[src/rtl/fetch_sequencer.sv]
// fetch_sequencer: fetches from a 16-entry store at the PC address, issues the word to execute, then strobes the PC update.
// Latency: FETCH, ISSUE, WAIT_DONE, ADVANCE -- 4 cycles minimum per non-HALT instruction.
// Backpressure: instr_valid/instr_out hold while exec_ready is low; ADVANCE waits for exec_done seen in WAIT_DONE.
module fetch_sequencer #(
    parameter int ADDR_W  = 4,
    parameter int INSTR_W = 16,
    parameter int DEPTH   = 16
) (
    input  logic               clk,
    input  logic               rst_n,
    input  logic               start,
    input  logic [ADDR_W-1:0]  instruction_addr,
    input  logic               load_en,
    input  logic [ADDR_W-1:0]  load_addr,
    input  logic [INSTR_W-1:0] load_data,
    output logic [INSTR_W-1:0] instr_out,
    output logic               instr_valid,
    input  logic               exec_ready,
    input  logic               exec_done,
    input  logic               branch_taken,
    output logic               PC_enable,
    output logic               jump,
    output logic [7:0]         jump_label,
    output logic [7:0]         pc_increment,
    output logic               busy,
    output logic               halted
);

    // Opcode field sits in the top nibble of the instruction word.
    localparam logic [3:0] OP_HALT = 4'hF;
    localparam logic [3:0] OP_JMP  = 4'hE;
    localparam logic [3:0] OP_BRC  = 4'hD;
    localparam logic [3:0] OP_SKIP = 4'hC;

    typedef enum logic [2:0] {
        IDLE      = 3'd0,
        FETCH     = 3'd1,
        ISSUE     = 3'd2,
        WAIT_DONE = 3'd3,
        ADVANCE   = 3'd4,
        HALT      = 3'd5
    } state_t;

    state_t state;
    state_t state_nxt;

    // Instruction store; deliberately not reset so a program survives rst_n.
    logic [INSTR_W-1:0] store [DEPTH];

    logic [INSTR_W-1:0] fetch_word;
    logic [3:0]         fetch_op;
    logic [3:0]         issued_op;
    logic [7:0]         issued_imm;
    logic               load_allowed;
    logic               done_seen;

    assign fetch_word   = store[instruction_addr];
    assign fetch_op     = fetch_word[INSTR_W-1 -: 4];
    assign issued_op    = instr_out[INSTR_W-1 -: 4];
    assign issued_imm   = instr_out[7:0];
    assign load_allowed = (state == IDLE) || (state == HALT);
    assign done_seen    = (state == WAIT_DONE) && exec_done;

    // Store write port, only open while the sequencer is parked.
    always_ff @(posedge clk) begin
        if (load_en && load_allowed) begin
            store[load_addr] <= load_data;
        end
    end

    // State register.
    always_ff @(posedge clk or negedge rst_n) begin
        if (!rst_n) begin
            state <= IDLE;
        end else begin
            state <= state_nxt;
        end
    end

    // Next-state logic; exec_done only matters in WAIT_DONE, start only when parked.
    always_comb begin
        state_nxt = state;
        case (state)
            IDLE: begin
                if (start) state_nxt = FETCH;
            end
            FETCH: begin
                if (fetch_op == OP_HALT) state_nxt = HALT;
                else                     state_nxt = ISSUE;
            end
            ISSUE: begin
                if (exec_ready) state_nxt = WAIT_DONE;
            end
            WAIT_DONE: begin
                if (exec_done) state_nxt = ADVANCE;
            end
            ADVANCE: begin
                state_nxt = FETCH;
            end
            HALT: begin
                if (start) state_nxt = FETCH;
            end
            default: begin
                state_nxt = IDLE;
            end
        endcase
    end

    // State-decoded outputs; decoding straight from state makes them drop with the async reset.
    always_comb begin
        instr_valid = (state == ISSUE);
        PC_enable   = (state == ADVANCE);
        busy        = (state != IDLE) && (state != HALT);
        halted      = (state == HALT);
    end

    // Capture the fetched word; it stays stable through ISSUE and beyond.
    always_ff @(posedge clk or negedge rst_n) begin
        if (!rst_n) begin
            instr_out <= '0;
        end else if (state == FETCH) begin
            instr_out <= fetch_word;
        end
    end

    // Resolve PC controls when exec_done arrives so they are valid during ADVANCE and hold afterwards.
    always_ff @(posedge clk or negedge rst_n) begin
        if (!rst_n) begin
            jump         <= 1'b0;
            jump_label   <= 8'h00;
            pc_increment <= 8'h00;
        end else if (done_seen) begin
            case (issued_op)
                OP_JMP: begin
                    jump         <= 1'b1;
                    jump_label   <= issued_imm;
                    pc_increment <= 8'h00;
                end
                OP_BRC: begin
                    jump         <= branch_taken;
                    jump_label   <= issued_imm;
                    pc_increment <= 8'h00;
                end
                OP_SKIP: begin
                    jump         <= 1'b0;
                    pc_increment <= issued_imm;
                end
                default: begin
                    jump         <= 1'b0;
                    pc_increment <= 8'h00;
                end
            endcase
        end
    end

endmodule
[config.mk]
export PLATFORM = sky130hd
export DESIGN_NAME = fetch_sequencer
export DESIGN_NICKNAME = d
export VERILOG_FILES = /design/src/rtl/fetch_sequencer.sv
export SDC_FILE = /design/constraint.sdc
export NUM_CORES = 1
export LEC_CHECK = 0
export ABC_AREA = 1
export CORE_ASPECT_RATIO = 0.75
export CORE_MARGIN = 2
export CORE_UTILIZATION = 45
export DETAILED_ROUTE_END_ITERATION = 16
export PLACE_DENSITY = 0.65
export SYNTH_ARGS = -nofsm -noshare
export SYNTH_HDL_FRONTEND = slang
export SYNTH_SLANG_ARGS = --single-unit
[constraint.sdc]
create_clock -name clk -period 2.1 [get_ports clk]
set_input_delay 0.525 -clock clk [delete_from_list [all_inputs] [get_ports clk]]
set_output_delay 0.525 -clock clk [all_outputs]
set_load 0.01 [all_outputs]
==> results of run 1 <==
final timing paths:
path                              start            end  slack (ns)  cells past startpoint
min                               rst_n  jump_label[2]        0.07                      1
max                            state[2]           busy         0.1                      6
max in group asynchronous         rst_n       state[2]        1.44                      1
min in group clk           instr_out[8]   instr_out[8]        0.48                      2
max reg2reg                    state[2]   store[8][14]        0.20                      9
min reg2reg                instr_out[8]   instr_out[8]        0.48                      2
power groups by stage:
stage / sequential (W) / combinational (W) / clock [W]
2_1_floorplan: 0.00706 / 0.000984 / 0
3_3_place_gp: 0.00698 / 0.00224 / 0
3_5_place_dp: 0.00699 / 0.00227 / 0
4_1_cts: 0.00687 / 0.00229 / 0.00443
5_1_grt: 0.00691 / 0.00256 / 0.00464
6_report: 0.00687 / 0.00232 / 0.00435
flip-flops by register name, summed over array words and instances (netlist names):
name	cells
pc_increment	8
instr_out	16
jump_label	8
jump	1
state	3
store	256
synth_stat cells (3+ instances only):
cell / n / area, µm²
a21oi_1: 3 / 15.0
buf_2: 25 / 125
buf_4: 5 / 37.5
buf_6: 3 / 33.8
clkbuf_1: 21 / 78.8
dfrtp_1: 36 / 901
edfxtp_1: 256 / 7690
inv_1: 53 / 199
nand2_1: 159 / 597
nand3_1: 56 / 280
nor2_1: 136 / 510
nor3_1: 4 / 20.0
o21ai_0: 136 / 681
o21ai_1: 15 / 75.1
o221ai_1: 34 / 298
o22ai_1: 14 / 87.6
through the flow:
step / utilization / total power [W] / instance area (µm²) / cells
floorplan: - / 0.00804 / 11700 / 962
global placement: 0.528 / 0.00923 / 13300 / 1375
detailed placement: 0.528 / 0.00926 / 13300 / 1375
CTS: 0.558 / 0.0136 / 14100 / 1422
global route: 0.559 / 0.0141 / 14100 / 1423
finish: 0.559 / 0.0135 / 14100 / 1423
what timing repair did:
action                     CTS  global route
gates resized for setup     10             5
setup endpoints to repair    4           258
setup buffers                1             1
cells by family after synthesis:
group	after synthesis
AOI/OAI and AO/OA	203
buffers and inverters	111
DFF	292
and+or+nand+nor	356
worst reg2reg max path, cell delays in order, from the launching register on:
cell	delay, ns
dfrtp_2	0.42
inv_1	0.05
nand2_1	0.07
nand2_1	0.06
a21oi_2	0.11
inv_2	0.09
nor2_2	0.18
nand3_1	0.21
nor2_2	0.19
buf_12	0.20
cell type report:
type	count	area share
clock inverter	11	0.00373
tap	338	0.0300
inverter	55	0.0147
clock buffer	35	0.0500
multi-input combinational	559	0.187
sequential	292	0.609
timing repair buffer	133	0.106
layout by cell type, fill, tap and decap left out:
master	Yosys	final
a21oi_1	3	2
a21oi_2	0	1
buf_12	0	27
buf_2	25	2
buf_4	5	40
buf_6	3	1
clkbuf_1	21	8
clkbuf_16	0	27
clkdlybuf4s50_1	0	60
clkinv_1	0	5
clkinv_2	0	6
dfrtp_1	36	35
dfrtp_2	0	1
dlygate4sd2_1	0	3
edfxtp_1	256	256
inv_1	53	51
inv_2	2	3
inv_6	0	1
nand2_1	159	159
nand3_1	56	55
nand3_2	0	1
nor2_1	136	118
nor2_2	0	18
nor3_1	4	3
nor3_2	0	1
o211ai_1	1	1
o21ai_0	136	136
o21ai_1	15	15
o221ai_1	34	34
o22ai_1	14	14
or2_2	1	1
per-layer routing:
metal / vias up / part of all wire
met3: 43 / 0.066
met4: 0 / 0.020
met1: 3800 / 0.46
met2: 274 / 0.46
met5: - / 0
li1: 3631 / -
==> out/results.txt, run 1 <==
Final hold violation count - 0
Diodes inserted - 0
CP top delay family - flip-flops
Most common cell on crit path - nand2_1
WL/cell - 20.0 µm
Worst-path clk slew - 0.06 ns
Fraction of registers with async set/reset - 0.123
Yosys warns - 0
Ports - 68
First-pass GRT wire length - 43900 µm
Final setup fails - 0
Setup WS pre-CTS - -0.107 ns
Least-Margin Pin Slew - 0.816 ns
Number of synthesized flops with an enable pin - 256
TritonCTS clock tree - done
GRT Overall Usage - 0.213
Internal power - 0.0100 W
GR Layer Usage met1 - 0.316
Chip Width - 190 µm
Core Box Area - 0.0252 mm²
Largest family of logic cells by synthesized area - simple AND/OR/NAND/NOR gates
Filler cell count - 2049
Drt first pass iters - 5
Area grow syn2layout - 21.0%
Crit path max fanout - 6
Peak supply drop - 0.000574 V
Syn nets - 993
Synthesized area - 0.0117 mm²
Hold crit path type - in -> async
GR Util met2 - 0.334
Worst-case clock buffer depth - 3
Rel. slew slack - 0.456
Skew final - 0.0188 ns
# rows - 50
Synth Area in Compound Gates - 0.0998
Via count - 7748
Number of global-route vias before repair - 7502
Fin Setup TNS - 0 ns
Clk sinks - 292
Max H-tree Level - 1
Setup crit end kind - primary output
Main flop type after synthesis - edfxtp_1
Cells after Synth - 962
Initial DRC count - 648
Startpoint Class - flop
CP peak stage delay - 0.42 ns
Starting density of the core - 0.462
Total gr overflow - 0
Crit-path slowest cell - dfrtp_2
Largest net degree at the start of global routing - 50
TritonCTS Buffers - 27
Crit path buffers/inverters - 3
Post-synthesis sequential element count - 292
DR DRC count - 0
Area of the multi-input gates - 0.00264 mm²
RSZ-0062 raised after global routing - no
GPL Wtd Cong - 0.791
Final worst setup slack - 0.0976 ns
Number of buffers added on ports - 67
CTS Hold Bufs - 0
Critical path arrival - 1.48 ns
Tmin final - 2.00 ns
Run status - finished clean
Crit Path Class - reg -> out
Met3 usage - 0.0303
Mux share of post-synthesis cell area - 0
Drt via density - 5.44
CP Cell Sequence - inv_1, nand2_1, nand2_1, a21oi_2, inv_2, buf_6
Reg power frac - 0.507
Mapped Avg Cell Area - 12.1 µm²
Simple-Gate Fraction of Synth Area - 0.121
Fin crit share - 0.954
ANT nets after route - 0
Logic pwr share - 0.171
Register area share after synthesis - 0.737
Layout cells sized above 1 - 0.120
Post-Synth XOR/XNOR Area - 0
Root Buffer - clkbuf_16
Worst hold slack - 0.0696 ns
Clock latency on the worst-skew pair - 0.54 ns
MaxCap Viol Count - 0
HPWL reported at the end of detailed placement - 17800 µm
Leakage power - 5.10 nW
Die footprint - 0.0272 mm²
# nets final - 1099
Sw frac - 0.260
Switching pwr - 0.00352 W
Storage element area - 0.00859 mm²
Max Fclk - 499 MHz
Final wirelength - 28400 µm
Initial antenna violation count - 0
Synth Area in Adders - 0
Clock share of power - 0.321
Total power per unit cell area - 960 mW/mm²
Critical Path RT - 1.57 ns
Die Ht - 143 µm
Library cells used by synthesis - 20
Global routing's busiest layer - met2
Final Max Tran Viols - 0
(Power assumes the default switching activity.)
==> inputs of run 2 (changes only) <==
- CORE_ASPECT_RATIO: 0.75 -> 2
==> out/results.txt, run 2 (synthesis gave the netlist of run 1 again) <==
Hold crit path type - in -> async (unchanged)
TritonCTS Buffers - 24 (was 27)
HPWL reported at the end of detailed placement - 18700 µm (was 17800 µm)
# rows - 83 (was 50)
Startpoint Class - flop (unchanged)
TritonCTS clock tree - done (unchanged)
Area of the multi-input gates - 0.00262 mm² (was 0.00264 mm²)
Starting density of the core - 0.456 (was 0.462)
MaxCap Viol Count - 0 (unchanged)
WL/cell - 20.1 µm (was 20.0 µm)
Final Instance Area - 0.0140 mm² (was 0.0141 mm²)
Initial antenna violation count - 0 (unchanged)
CTS Hold Bufs - 0 (unchanged)
Storage element area - 0.00859 mm² (unchanged)
Chip Width - 118 µm (was 190 µm)
Die Ht - 232 µm (was 143 µm)
Final hold violation count - 0 (unchanged)
Die footprint - 0.0273 mm² (was 0.0272 mm²)
Ports - 68 (unchanged)
Worst hold slack - 0.0674 ns (was 0.0696 ns)
Fin crit share - 0.961 (was 0.954)
Clock latency on the worst-skew pair - 0.54 ns (about the same)
Crit path max fanout - 6 (unchanged)
Initial DRC count - 603 (was 648)
Critical path arrival - 1.49 ns (was 1.48 ns)
Setup crit end kind - primary output (unchanged)
GPL Wtd Cong - 0.794 (was 0.791)
Drt via density - 5.41 (was 5.44)
Critical Path RT - 1.57 ns (about the same)
Largest net degree at the start of global routing - 56 (was 50)
Max H-tree Level - 1 (unchanged)
Final Max Tran Viols - 0 (unchanged)
Worst-path clk slew - 0.07 ns (was 0.06 ns)
Cell Count Post-Placement - 1387 (was 1375)
Area grow syn2layout - 20.5% (was 21.0%)
Max Fclk - 495 MHz (was 499 MHz)
Commonest non-fill, non-tap cells in the layout - edfxtp_1, nand2_1, o21ai_0, nor2_1 (was edfxtp_1, nand2_1, o21ai_0, nor2_1, clkdlybuf4s50_1)
Post-Layout Cell Count - 1432 (was 1423)
Rel. slew slack - 0.483 (was 0.456)
Total gr overflow - 0 (unchanged)
Drt first pass iters - 5 (unchanged)
Number of buffers added on ports - 67 (unchanged)
Setup WS pre-CTS - -0.0698 ns (was -0.107 ns)
# nets final - 1105 (was 1099)
RSZ-0062 raised after global routing - yes (was no)
Biggest regs - store: 256 flops, instr_out: 16 flops (unchanged)
Skew final - 0.0184 ns (was 0.0188 ns)
Layout cells sized above 1 - 0.128 (was 0.120)
Crit Path Class - reg -> out (unchanged)
Diodes inserted - 0 (unchanged)
Via count - 7741 (was 7748)
Core Box Area - 0.0255 mm² (was 0.0252 mm²)
Leakage power - 5.13 nW (was 5.10 nW)
ANT nets after route - 0 (unchanged)
Final wirelength - 28800 µm (was 28400 µm)
Peak supply drop - 0.000501 V (was 0.000574 V)
Tmin final - 2.02 ns (was 2.00 ns)
Total power per unit cell area - 974 mW/mm² (was 960 mW/mm²)
DR DRC count - 0 (unchanged)
Leading cell type in the layout, fill and taps excluded - edfxtp_1 (unchanged)
Clk sinks - 292 (unchanged)
Placed instance area - 0.0132 mm² (was 0.0133 mm²)
GRT Overall Usage - 0.212 (was 0.213)
Post-Route Utilization - 0.550 (was 0.559)
Run status - finished clean (unchanged)
Biggest register - store (unchanged)
Filler cell count - 2131 (was 2049)
Root Buffer - clkbuf_16 (unchanged)
Final setup fails - 0 (unchanged)
Number of global-route vias before repair - 7682 (was 7502)
First-pass GRT wire length - 44100 µm (was 43900 µm)
Final worst setup slack - 0.0818 ns (was 0.0976 ns)
Least-Margin Pin Slew - 0.776 ns (was 0.816 ns)
Worst-case clock buffer depth - 3 (unchanged)
Max FFs per register - 256 (unchanged)
run 2: cell count changes in the layout (fill, tap and decap cells not counted), moves of 2 or more:
cell / before / now
buf_12: 27 / 14
buf_4: 40 / 60
bufinv_16: 0 / 3
clkbuf_1: 8 / 3
clkbuf_16: 27 / 25
clkinv_1: 5 / 3
clkinv_2: 6 / 8
run 2: final timing paths:
| kind | from | endpoint | slack, ns | cells past startpoint |
|---|---|---|---|---|
| worst min-delay path | rst_n | jump_label[7] | 0.07 | 1 |
| worst max register to register | state[2] | store[3][5] | 0.17 | 10 |
| min in group clk | instr_out[10] | instr_out[10] | 0.48 | 2 |
| worst min register to register | instr_out[10] | instr_out[10] | 0.48 | 2 |
| worst max-delay path | state[2] | instr_valid | 0.08 | 2 |
| max in group asynchronous | rst_n | state[2] | 1.50 | 1 |
run 2: layer usage:
| metal | track usage | part of all wire |
|---|---|---|
| met2 | 0.400 | 0.55 |
| met3 | 0.0236 | 0.053 |
| met1 | 0.243 | 0.37 |
| met4 | 0.0828 | 0.029 |
| met5 | 0 | 0 |
run 2: layout make-up:
cell class                 count  share of cell area
multi-input combinational    559               0.187
clock buffer                  28              0.0453
tap                          340              0.0303
sequential                   292               0.612
timing repair buffer         142              0.0993
inverter                      55              0.0148
clock inverter                16              0.0118
run 2: worst max-delay path, stage by stage, from the launching register on:
cell           delay, ns
dfrtp_2             0.44
nor3_1              0.22
dlygate4sd2_1       0.31
run 2: what timing repair did:
item / in CTS / in global routing
pin swaps: 0 / 0
buffers inserted: 0 / 1
endpoints found under the setup margin: 4 / 199
gates resized for setup: 9 / 3
run 2: where the power goes:
part           switching [W]  total, W  internal [W]
clock network        0.00203   0.00459       0.00256
registers           0.000184   0.00686       0.00667
logic                0.00129   0.00223      0.000935
run 2: metrics by stage:
| stage | setup TNS, ns | power (W) |
|---|---|---|
| after floorplan | -22.89 | 0.00804 |
| after global placement | -1.70 | 0.00917 |
| after detailed placement | -6.32 | 0.00922 |
| after CTS | 0 | 0.0138 |
| after global routing | -0.366 | 0.0143 |
| final | 0 | 0.0137 |
